**config.mk**
```make
export PLATFORM = sky130hd
export DESIGN_NAME = pipe_ctrl
export DESIGN_NICKNAME = d
export VERILOG_FILES = /design/src/rtl/pipe_ctrl.sv
export SDC_FILE = /design/constraint.sdc
export NUM_CORES = 1
export LEC_CHECK = 0
export ABC_AREA = 1
export BUFFER_PORTS_ARGS = -buffer_cell sky130_fd_sc_hd__buf_4
export CAP_MARGIN = 20
export CORE_AREA = 2 2 39 41
export DETAILED_ROUTE_END_ITERATION = 16
export DIE_AREA = 0 0 41 43
export PLACE_DENSITY = 0.72
export SLEW_MARGIN = 30
export SYNTH_ARGS = -nofsm -noshare
export SYNTH_HDL_FRONTEND = slang
export SYNTH_SLANG_ARGS = --single-unit
```
**constraint.sdc**
```tcl
create_clock -name clk -period 1.89 [get_ports clk]
set_input_delay 0.0945 -clock clk [delete_from_list [all_inputs] [get_ports clk]]
set_output_delay 0.0945 -clock clk [all_outputs]
set_load 0.1 [all_outputs]
```
**src/rtl/pipe_ctrl.sv**
```systemverilog
// pipe_ctrl: pipeline stall/divider sequencer; stall[STALL_WD] per-stage hold, div_start launch pulse, busy, sticky div_timeout, wait_cnt[6]
module pipe_ctrl #(
  parameter int STALL_WD    = 6,
  parameter int DIV_TIMEOUT = 40
) (
  input  logic                clk,
  input  logic                rst,
  input  logic                id_load_use,
  input  logic                ex_div_req,
  input  logic                div_done,
  output logic [STALL_WD-1:0] stall,
  output logic                div_start,
  output logic                busy,
  output logic                div_timeout,
  output logic [5:0]          wait_cnt
);
  typedef enum logic [1:0] {IDLE, DIV_WAIT, DIV_DONE} state_t;
  localparam logic [STALL_WD-1:0] STALL_DIV = STALL_WD'(4'b1111);
  localparam logic [STALL_WD-1:0] STALL_LU  = STALL_WD'(3'b111);
  state_t state, next;
  logic   launch, expire;
  assign launch = (state == IDLE) && ex_div_req;
  assign expire = (state == DIV_WAIT) && !div_done && (wait_cnt == 6'(DIV_TIMEOUT - 1));
  assign busy   = state != IDLE;
  always_comb begin
    next      = IDLE;
    div_start = 1'b0;
    stall     = '0;
    case (state)
      IDLE: begin
        next      = ex_div_req ? DIV_WAIT : IDLE;
        div_start = ex_div_req;
        stall     = ex_div_req ? STALL_DIV : id_load_use ? STALL_LU : '0;
      end
      DIV_WAIT: begin
        next  = div_done ? DIV_DONE : expire ? IDLE : DIV_WAIT;
        stall = STALL_DIV;
      end
      default: next = IDLE;
    endcase
    div_start = div_start & rst;
    stall     = rst ? stall : '0;
  end
  always_ff @(posedge clk or negedge rst) begin
    if (!rst) begin
      state       <= IDLE;
      wait_cnt    <= '0;
      div_timeout <= 1'b0;
    end else begin
      state <= next;
      if (launch)
        wait_cnt <= '0;
      else if (state == DIV_WAIT && !div_done && !expire && wait_cnt != 6'd63)
        wait_cnt <= wait_cnt + 6'd1;
      if (expire)
        div_timeout <= 1'b1;
    end
  end
endmodule

```
=== Word-level counts from Yosys, hierarchy flattened ===
Index checks and enable logic that the tools add are counted.

* Input bits: 5
* Bits in registers: 9

* Add/sub/neg operators: 1
* Muxes and demuxes: 11
* Reduce and logical (&&, ||, !) cells: 10
* Bitwise operators: 1
* Equal/unequal tests: 3

{| class="wikitable"
|+ Operator list
! operator !! number
|-
| two-way mux 6 bit || 3
|-
| one-hot mux 4 bit (2 select lines) || 1
|-
| adder 6 x 1 -> 6 bit, second input constant || 1
|-
| equality test 6 bit, second input constant || 1
|-
| inequality test 6 bit, second input constant || 1
|-
| logical AND 1 bit || 5
|-
| two-way mux 4 bit || 1
|-
| one-hot mux 2 bit (2 select lines) || 1
|-
| nonzero test 2 bit || 2
|-
| two-way mux 1 bit || 3
|-
| two-way mux 3 bit || 1
|-
| equality test 2 x 1 -> 1 bit, second input constant || 1
|-
| logical NOT 1 bit || 2
|-
| logical NOT 2 bit || 1
|-
| two-way mux 2 bit || 1
|-
| bitwise AND 1 bit || 1
|}

=== Logic depth before layout (Yosys ltp) ===
Gate-level depths: netlist of run 1.

* Depth in word-level cells: 8
* Depth in mapped cells: 8
* Mapped depth without buffers: 8

=== Worst setup path after synthesis of run 1 ===
Ideal clock, no wire load.

* Path type: register -> output
* From: reg state[0]
* To: out stall[1]
* Cell stages (with the launch flop): 4
* Data arrival time: 3.138 ns
* Path slack: -1.343 ns
* Path buffers: 1
* Path through: dfrtp_1 -> nor3_1 -> nor3_1 -> buf_4

* Word-level cells in the longest chain between the ends: 3
* Elaborated cells between the ends (all ways): 4
* Those cells by class: eq/ne: 1; mux: 2; reduce/logical: 1

{| class="wikitable"
|+ RTL lines
! element !! line !! source
|-
| start: declaration || 20 || <nowiki>state_t state, next;</nowiki>
|-
| start signal: assignment || 50 || <nowiki>state <= next;</nowiki>
|-
| equality test 2 x 1 -> 1 bit / logical NOT 2 bit (equally long branches) || 29 || <nowiki>case (state)</nowiki>
|-
| one-hot mux 4 bit (2 select lines) (*) || 29 ||
|-
| two-way mux 6 bit (*) || 42 || <nowiki>stall = rst ? stall : '0;</nowiki>
|-
| end: declaration || 11 || <nowiki>output logic [STALL_WD-1:0] stall,</nowiki>
|}

Every way passes the cells marked *; elsewhere a longest branch is shown, timed or not.

=== Final worst setup path of run 1 ===
* From: reg state[1]
* To: out stall[3]

The elaborated chain is that of the path after synthesis.

==> key figures, run 1 <==
Status
  • Run status: complete, no violations

Detailed routing
  • Antenna Nets Post-Route: 0
  • Routed len/inst: ~11 um
  • First DRT Iteration DRCs: 13
  • DR vias/cell: roughly 4.9
  • DRC violation count after routing: 0
  • Total via count in the routed design: between 500 and 600
  • Detailed Routing Iterations Pass 1: 4
  • Routed wire length: between 1000 and 1500 um

Timing
  • Final setup fails: 0
  • Post-route clock skew: between 0.002 and 0.003 ns
  • Min Tclk post-route: 1.57 ns
  • Hold Violations, Final: 0
  • Fmax: roughly 0.63 GHz
  • Final TNS setup: 0 ns
  • RSZ-0062 raised after global routing: no
  • Smallest setup slack after layout: between 0.3 and 0.4 ns
  • Final slew viol count: 0
  • Part of the cycle the worst path needs: 83.3%

Min path
  • Worst min-delay path category: in -> reg

GRT
  • Gr usage total: 16.2%
  • Largest net degree at the start of global routing: 11
  • Vias in the first global route: 461
  • Initial antenna violation count: 0
  • Global-route wire length before repair: between 1500 and 2000 um
  • Gr ovfl total: 0

Final layout
  • Combined area of the multi-input logic cells: about 300 um^2
  • Reg area: approximately 230 um^2
  • Area grow syn2layout: 30.1%
  • Number of non-filler instances in the completed layout: 113
  • Fraction of final layout cells sized beyond drive strength 1: 40.2%
  • Number of nets in the finished design: approximately 100
  • Layout filler cell count: between 100 and 150
  • Count of antenna diodes in the layout: 0
  • Post-Layout Inst Area: ~770 um^2

Critical path
  • Required time worst endpoint: between 1.5 and 2 ns
  • CP Cell Sequence: inv_2, nand3_2, a21oi_2, buf_4
  • Maximum fanout count along the critical path: 10
  • Biggest cell delay along the critical path: ~0.41 ns
  • Type of the setup path with the least slack: reg -> out
  • Critical path endpoint category: output pin
  • Cell with the largest stage delay on the worst path: dfrtp_1
  • Critical path arrival: roughly 1.5 ns
  • Family of cells with the greatest summed delay on the critical path: flip-flops
  • Setup crit start kind: flop
  • CP bufs+invs: 2

Power
  • Share of power burned in registers: around a quarter
  • Power share of the clock group: between 10% and 20%
  • Internal Power: between 0.4 and 0.5 mW
  • Worst vdd ir: 0.000967 V
  • Switching Fraction: 58.3%
  • Power share of the combinational group: about 60%
  • Net load switching power: between 0.6 and 0.7 mW
  • P_leak: roughly 0.46 nW
  • Power Density: 1350 mW/mm^2

Run
  • MaxCap Viol Count: 0

Clock network
  • Buffer cell driving the clock tree root: clkbuf_4
  • TritonCTS clock tree: done
  • CTS H-tree depth: 1
  • Clock latency at the later pin of the worst-skew pair: approximately 0.27 ns
  • Clock-pin slew on the worst setup and hold paths: 0.06 ns
  • CTS max path bufs: 2
  • Total clock buffers created by CTS: 3
  • Number of clock sinks: 9
  • Buffers inserted by post-CTS timing repair: 0

Floorplan
  • Initial Utilization: between 40% and 50%
  • Floorplan die width: roughly 40 um
  • Overall die area: approximately 0.0018 mm^2
  • Cell row count: 14
  • DIE HEIGHT: around 43 um
  • # IOs: 20
  • Core area: around 0.0014 mm^2

Synthesis
  • Syn Std Cell Area: just under 600 um^2
  • Portion of netlist area occupied by mux cells: 0%
  • Total of flip-flops plus latches after synthesis: 9
  • Count of yosys warnings during synthesis: 0
  • Share of the synthesized area in compound gates (AO/OA/AOI/OAI): approximately 3.8%
  • Syn Inst Count: just under 80
  • Main combinational cell family by area after synthesis: simple AND/OR/NAND/NOR gates
  • Fraction of the yosys area taken by sequential cells: 38.2%
  • Number of different library cells in the post-synthesis netlist: 22
  • Parity-gate share of the synthesized area counting xor and xnor cells: 0%
  • Post-synthesis share of cell area spent on and, or, nand and nor gates: 41.6%
  • Post-synthesis average cell area: between 7 and 8 um^2
  • Adder-Cell Fraction of Synth Area: roughly 2.1%

Placed design
  • Global placer's final weighted congestion: 0.812
  • Worst setup slack before clock tree synthesis: between 0.5 and 0.6 ns
  • Cell area after placement: approximately 730 um^2
  • Post-detailed-placement half-perimeter wirelength: about 940 um
  • Count of input and output buffers: 17
  • Placed cell count: 108
## cell usage after synthesis, drive strengths merged
master | instances | share of area, %
a21oi | 2 | 1.7
buf | 4 | 5.1
clkinv | 1 | 0.85
conb | 1 | 0.64
dfrtp | 9 | 38
ha | 1 | 2.1
inv | 12 | 7.6
nand2 | 22 | 16
nand3 | 12 | 14
nand4 | 2 | 2.1
nor2 | 7 | 6.6
nor3 | 2 | 1.7
o21ai | 1 | 0.85
o21bai | 1 | 1.3
or2 | 1 | 1.1
## worst min-delay path, delay by kind of cell
family | cells | cell delay [ns]
buffers and inverters | 2 | 0.18
and+or+nand+nor | 1 | 0.05
## metrics by stage
stage / utilization (%) / hold WS (ns) / power (mW)
finish: 55.4 / 0.100 / 1.04
global route: 55.4 / 0.0997 / 1.09
CTS: 55.4 / 0.0905 / 1.05
detailed placement: 52.8 / -0.0718 / 0.890
global placement: 52.8 / -0.0716 / 0.888
floorplan: - / -0.201 / 0.783
## layout make-up
type / instances / share of cell area, %
well taps: 16 / 2.61
clock buffers: 4 / 3.43
repair buffers: 18 / 17.9
multi-input cells: 53 / 39.8
inverters: 13 / 6.53
flip-flops and latches: 9 / 29.7
## cells by family after synthesis
family          after synthesis
compound gates                4
fa+ha+maj                     1
buf+inv                      17
flops                         9
other cells                   1
simple gates                 46
## registers in the layout, indices dropped and copies added (netlist names)
name,flops
state,2
wait_cnt,6
div_timeout,1
## final timing paths
check                             from          end  slack, ns  cells past startpoint
setup reg to reg           wait_cnt[0]  wait_cnt[3]       0.58                      6
min in group asynchronous          rst  div_timeout       0.20                      2
hold reg to reg            div_timeout  div_timeout       0.48                      1
max in group asynchronous          rst  wait_cnt[1]       1.54                      2
hold / removal                div_done     state[1]       0.10                      3
setup / recovery              state[1]     stall[3]       0.32                      4
## placed cells by master (no fill, tap or decap)
cell type | synthesis | routed
buf_4 | 4 | 17
nand2_2 | 2 | 2
inv_1 | 8 | 8
nand3_1 | 9 | 9
nor2_1 | 4 | 3
dfrtp_2 | 0 | 2
nand2_4 | 1 | 1
o21bai_1 | 1 | 1
ha_1 | 1 | 1
or2_1 | 1 | 1
o21ai_0 | 1 | 1
conb_1 | 1 | 2
nand2_1 | 19 | 19
clkinv_2 | 1 | 1
a21oi_1 | 2 | 1
clkbuf_4 | 0 | 3
a21oi_2 | 0 | 1
dfrtp_1 | 9 | 7
nand3_2 | 2 | 2
clkbuf_1 | 0 | 1
nor3_4 | 0 | 1
nand4_1 | 2 | 2
nor2_4 | 1 | 1
nand3_4 | 1 | 1
nor3_1 | 2 | 1
nor2_2 | 2 | 3
dlygate4sd3_1 | 0 | 1
inv_2 | 4 | 4
## routing by layer
metal / share of wire [%] / track usage [%] / routed length, um / vias to the layer above
li1: - / - / - / 276
met2: 49 / 23.8 / 583 / 25
met5: 0 / 0 / 0 / -
met1: 40 / 19.8 / 483 / 247
met4: 2.8 / 12.0 / 33 / 0
met3: 8.1 / 3.14 / 97 / 2
## power groups by stage
stage	logic, mW	clock network [mW]	registers [mW]
after floorplan	0.338	0	0.444
after global placement	0.614	0	0.274
after detailed placement	0.615	0	0.275
after CTS	0.617	0.159	0.271
after global routing	0.643	0.169	0.280
final	0.614	0.152	0.272
## what timing repair did
action / CTS / global route
resized for setup: 0 / 0
setup endpoints to repair: 0 / 0
hold endpoints to repair: 9 / 0
hold buffers: 1 / 0
No activity file was read; power rests on OpenSTA's default activity.
==> run 2: changes to the inputs <==
- CORE_AREA: 2 2 39 41 -> not set
- CORE_UTILIZATION: not set -> 42
- DIE_AREA: 0 0 41 43 -> not set
- PLACE_DENSITY: 0.72 -> 0.71
- clock period: 1.89 -> 1.4 ns (I/O delays scaled with it)
==> run 2 against run 1 <==
  * Die area shrank 12%
  * Utilization grew 11 points
  * Sequential share of layout area decreased by 2.2 points
  * Largest power group unchanged
==> key figures, run 2 (synthesis results as in run 1) <==
Power
  • Net load switching power: 0.882 mW (+46%)
  • Power share of the combinational group: 59.5% (+0.4 points)
  • Share of power burned in registers: 26.3% (about the same)
  • Power Density: 1760 mW/mm^2 (+30%)
  • Worst vdd ir: 0.00129 V (+34%)
  • Internal Power: 0.650 mW (+50%)
  • Switching Fraction: 57.6% (-0.76 points)
  • P_leak: 0.476 nW (+4.2%)
  • Power, Total: 1.53 mW (+48%)
  • Power share of the clock group: 14.1% (-0.5 points)

Detailed routing
  • Detailed Routing Iterations Pass 1: 4 (unchanged)
  • Routed wire length: 1450 um (+21%)
  • Antenna Nets Post-Route: 0 (unchanged)
  • DR vias/cell: 5.23 (+7.5%)
  • DRC violation count after routing: 0 (unchanged)
  • Routed len/inst: 12.8 um (+21%)
  • Total via count in the routed design: 591 (+7.5%)
  • First DRT Iteration DRCs: 14 (+1)

GRT
  • Global-route wire length before repair: 2110 um (+14%)
  • Vias in the first global route: 482 (+4.6%)
  • Gr usage total: 21.1% (+4.9 points)
  • Largest net degree at the start of global routing: 10 (-1)
  • Initial antenna violation count: 0 (unchanged)
  • Gr ovfl total: 0 (unchanged)

Final layout
  • Number of nets in the finished design: 105 (+0.96%)
  • Final core area utilization: 66.8% (+11 points)
  • Largest registers: wait_cnt x6, state x2, div_timeout x1
  • Post-Layout Inst Area: 870 um^2 (+13%)
  • Most common cell after layout, fill and taps aside: nand2_1
  • Area grow syn2layout: 47.6%
  • Most flop-heavy register: wait_cnt
  • Largest register FFs: 6 (unchanged)
  • Count of antenna diodes in the layout: 0 (unchanged)
  • Most frequent cells in the layout: 18 x nand2_1, 16 x buf_4, 8 x inv_1
  • Fraction of final layout cells sized beyond drive strength 1: 53.1% (+13 points)

Timing
  • Post-route worst hold slack: 0.0509 ns (-0.0495 ns)
  • Min Tclk post-route: approximately 1.4 ns
  • Smallest setup slack after layout: 0.0395 ns (-0.276 ns)
  • Post-route clock skew: 0.00386 ns (+0.00104 ns)
  • Hold Violations, Final: 0 (unchanged)
  • Fmax: between 0.7 and 0.8 GHz
  • Part of the cycle the worst path needs: between 90% and 100%
  • Final slew viol count: 0 (unchanged)
  • Final setup fails: 0 (unchanged)

Critical path
  • CP bufs+invs: 2 (unchanged)
  • R2R setup slack: 0.05 ns (-0.53 ns)
  • Family of cells with the greatest summed delay on the critical path: flip-flops
  • Number of cells on the critical path: 4 (unchanged)
  • Cells on worst reg2reg path: 8 (+2)
  • Critical path arrival: 1.29 ns (-0.19 ns)
  • Type of the setup path with the least slack: reg -> out
  • Required time worst endpoint: 1.33 ns (-0.47 ns)
  • Critical path endpoint category: output pin
  • Setup crit start kind: flop
  • Cell with the largest stage delay on the worst path: dfrtp_2
  • Biggest cell delay along the critical path: 0.44 ns (+0.03 ns)
  • CP Cell Sequence: inv_1, nand3_4, a21oi_4, buf_12
  • Maximum fanout count along the critical path: 4 (-6)

Run
  • MaxCap Viol Count: 0 (unchanged)

Placed design
  • Cell area after placement: 797 um^2 (+9.1%)
  • Post-detailed-placement half-perimeter wirelength: 1000 um (+6.0%)
  • Global placer's final weighted congestion: 0.871 (+7.3%)
  • Worst setup slack before clock tree synthesis: 0.0694 ns (-0.518 ns)
  • Count of input and output buffers: 17 (unchanged)

Clock network
  • Buffers inserted by post-CTS timing repair: 0 (unchanged)
  • CTS H-tree depth: 1 (unchanged)
  • Clock-pin slew on the worst setup and hold paths: 0.07 ns (about the same)
  • Number of clock sinks: 9 (unchanged)
  • TritonCTS clock tree: done
  • Buffer cell driving the clock tree root: clkbuf_4
  • CTS max path bufs: 2 (unchanged)
  • Clock latency at the later pin of the worst-skew pair: 0.27 ns (about the same)
  • Total clock buffers created by CTS: 3 (unchanged)

Min path
  • Worst min-delay path category: in -> reg
  • Number of instances on the worst hold path: 3 (unchanged)

Floorplan
  • Core area: 0.00130 mm^2 (-6.0%)
  • Initial Utilization: 45.3% (+2.7 points)
  • Cell row count: 13 (-1)
  • # IOs: 20 (unchanged)
  • Floorplan die width: 39.5 um (-3.8%)
  • DIE HEIGHT: 39.5 um (-8.2%)
  • Overall die area: 0.00156 mm^2 (-12%)

Status
  • Run status: complete, no violations
[run 2: cell count changes in the layout (fill, tap and decap cells not counted), moves of 2 or more]
cell | before | now
dfrtp_1 | 7 | 2
nand3_2 | 2 | 4
dfrtp_2 | 2 | 5
nor2_2 | 3 | 1
dfrtp_4 | 0 | 2
nand3_1 | 9 | 6
nor2_4 | 1 | 3
[run 2: power by group through the flow]
stage	clock network (mW)	registers [mW]	logic, mW
after detailed placement	0	0.402	0.875
after CTS	0.219	0.398	0.891
after global routing	0.236	0.409	0.956
after floorplan	0	0.633	0.497
final	0.216	0.403	0.912
after global placement	0	0.400	0.871
[run 2: final timing paths]
path	start	end
hold / removal	div_done	state[1]
setup reg to reg	wait_cnt[0]	wait_cnt[5]
min in group asynchronous	rst	state[1]
hold reg to reg	div_timeout	div_timeout
max in group asynchronous	rst	wait_cnt[0]
setup / recovery	state[0]	stall[3]
[run 2: per-stage QoR]
step                cells  setup TNS, ns
floorplan              79         -0.789
CTS                   113              0
global placement      108              0
global route          113       -0.00370
finish                113              0
detailed placement    108              0
[run 2: timing repair]
action                     CTS  global route
hold buffers                 1             0
hold endpoints to repair     9             0
resized for setup            3             6
pin swaps                    0             0
setup endpoints to repair    2             5
[run 2: tightest hold or removal path: cells and delay by family]
| family | cells | cell delay [ns] |
|---|---|---|
| and+or+nand+nor | 1 | 0.10 |
| buffers and inverters | 2 | 0.12 |
[run 2: final cells by class]
class / instances / area, um^2
timing repair buffer: 19 / 161
tap: 15 / 18.8
inverter: 13 / 50.0
sequential: 9 / 239
multi-input combinational: 53 / 374
fill: 115 / 432
clock buffer: 4 / 26.3
[run 2: metal layers]
| layer | part of all wire (%) | up-vias | wire (um) | GRT usage, % |
|---|---|---|---|---|
| met5 | 0 | - | 0 | 0 |
| met4 | 2.1 | 0 | 30 | 7.76 |
| met1 | 41 | 279 | 595 | 25.5 |
| li1 | - | 278 | - | - |
| met2 | 50 | 30 | 718 | 34.4 |
| met3 | 7.0 | 4 | 101 | 6.82 |
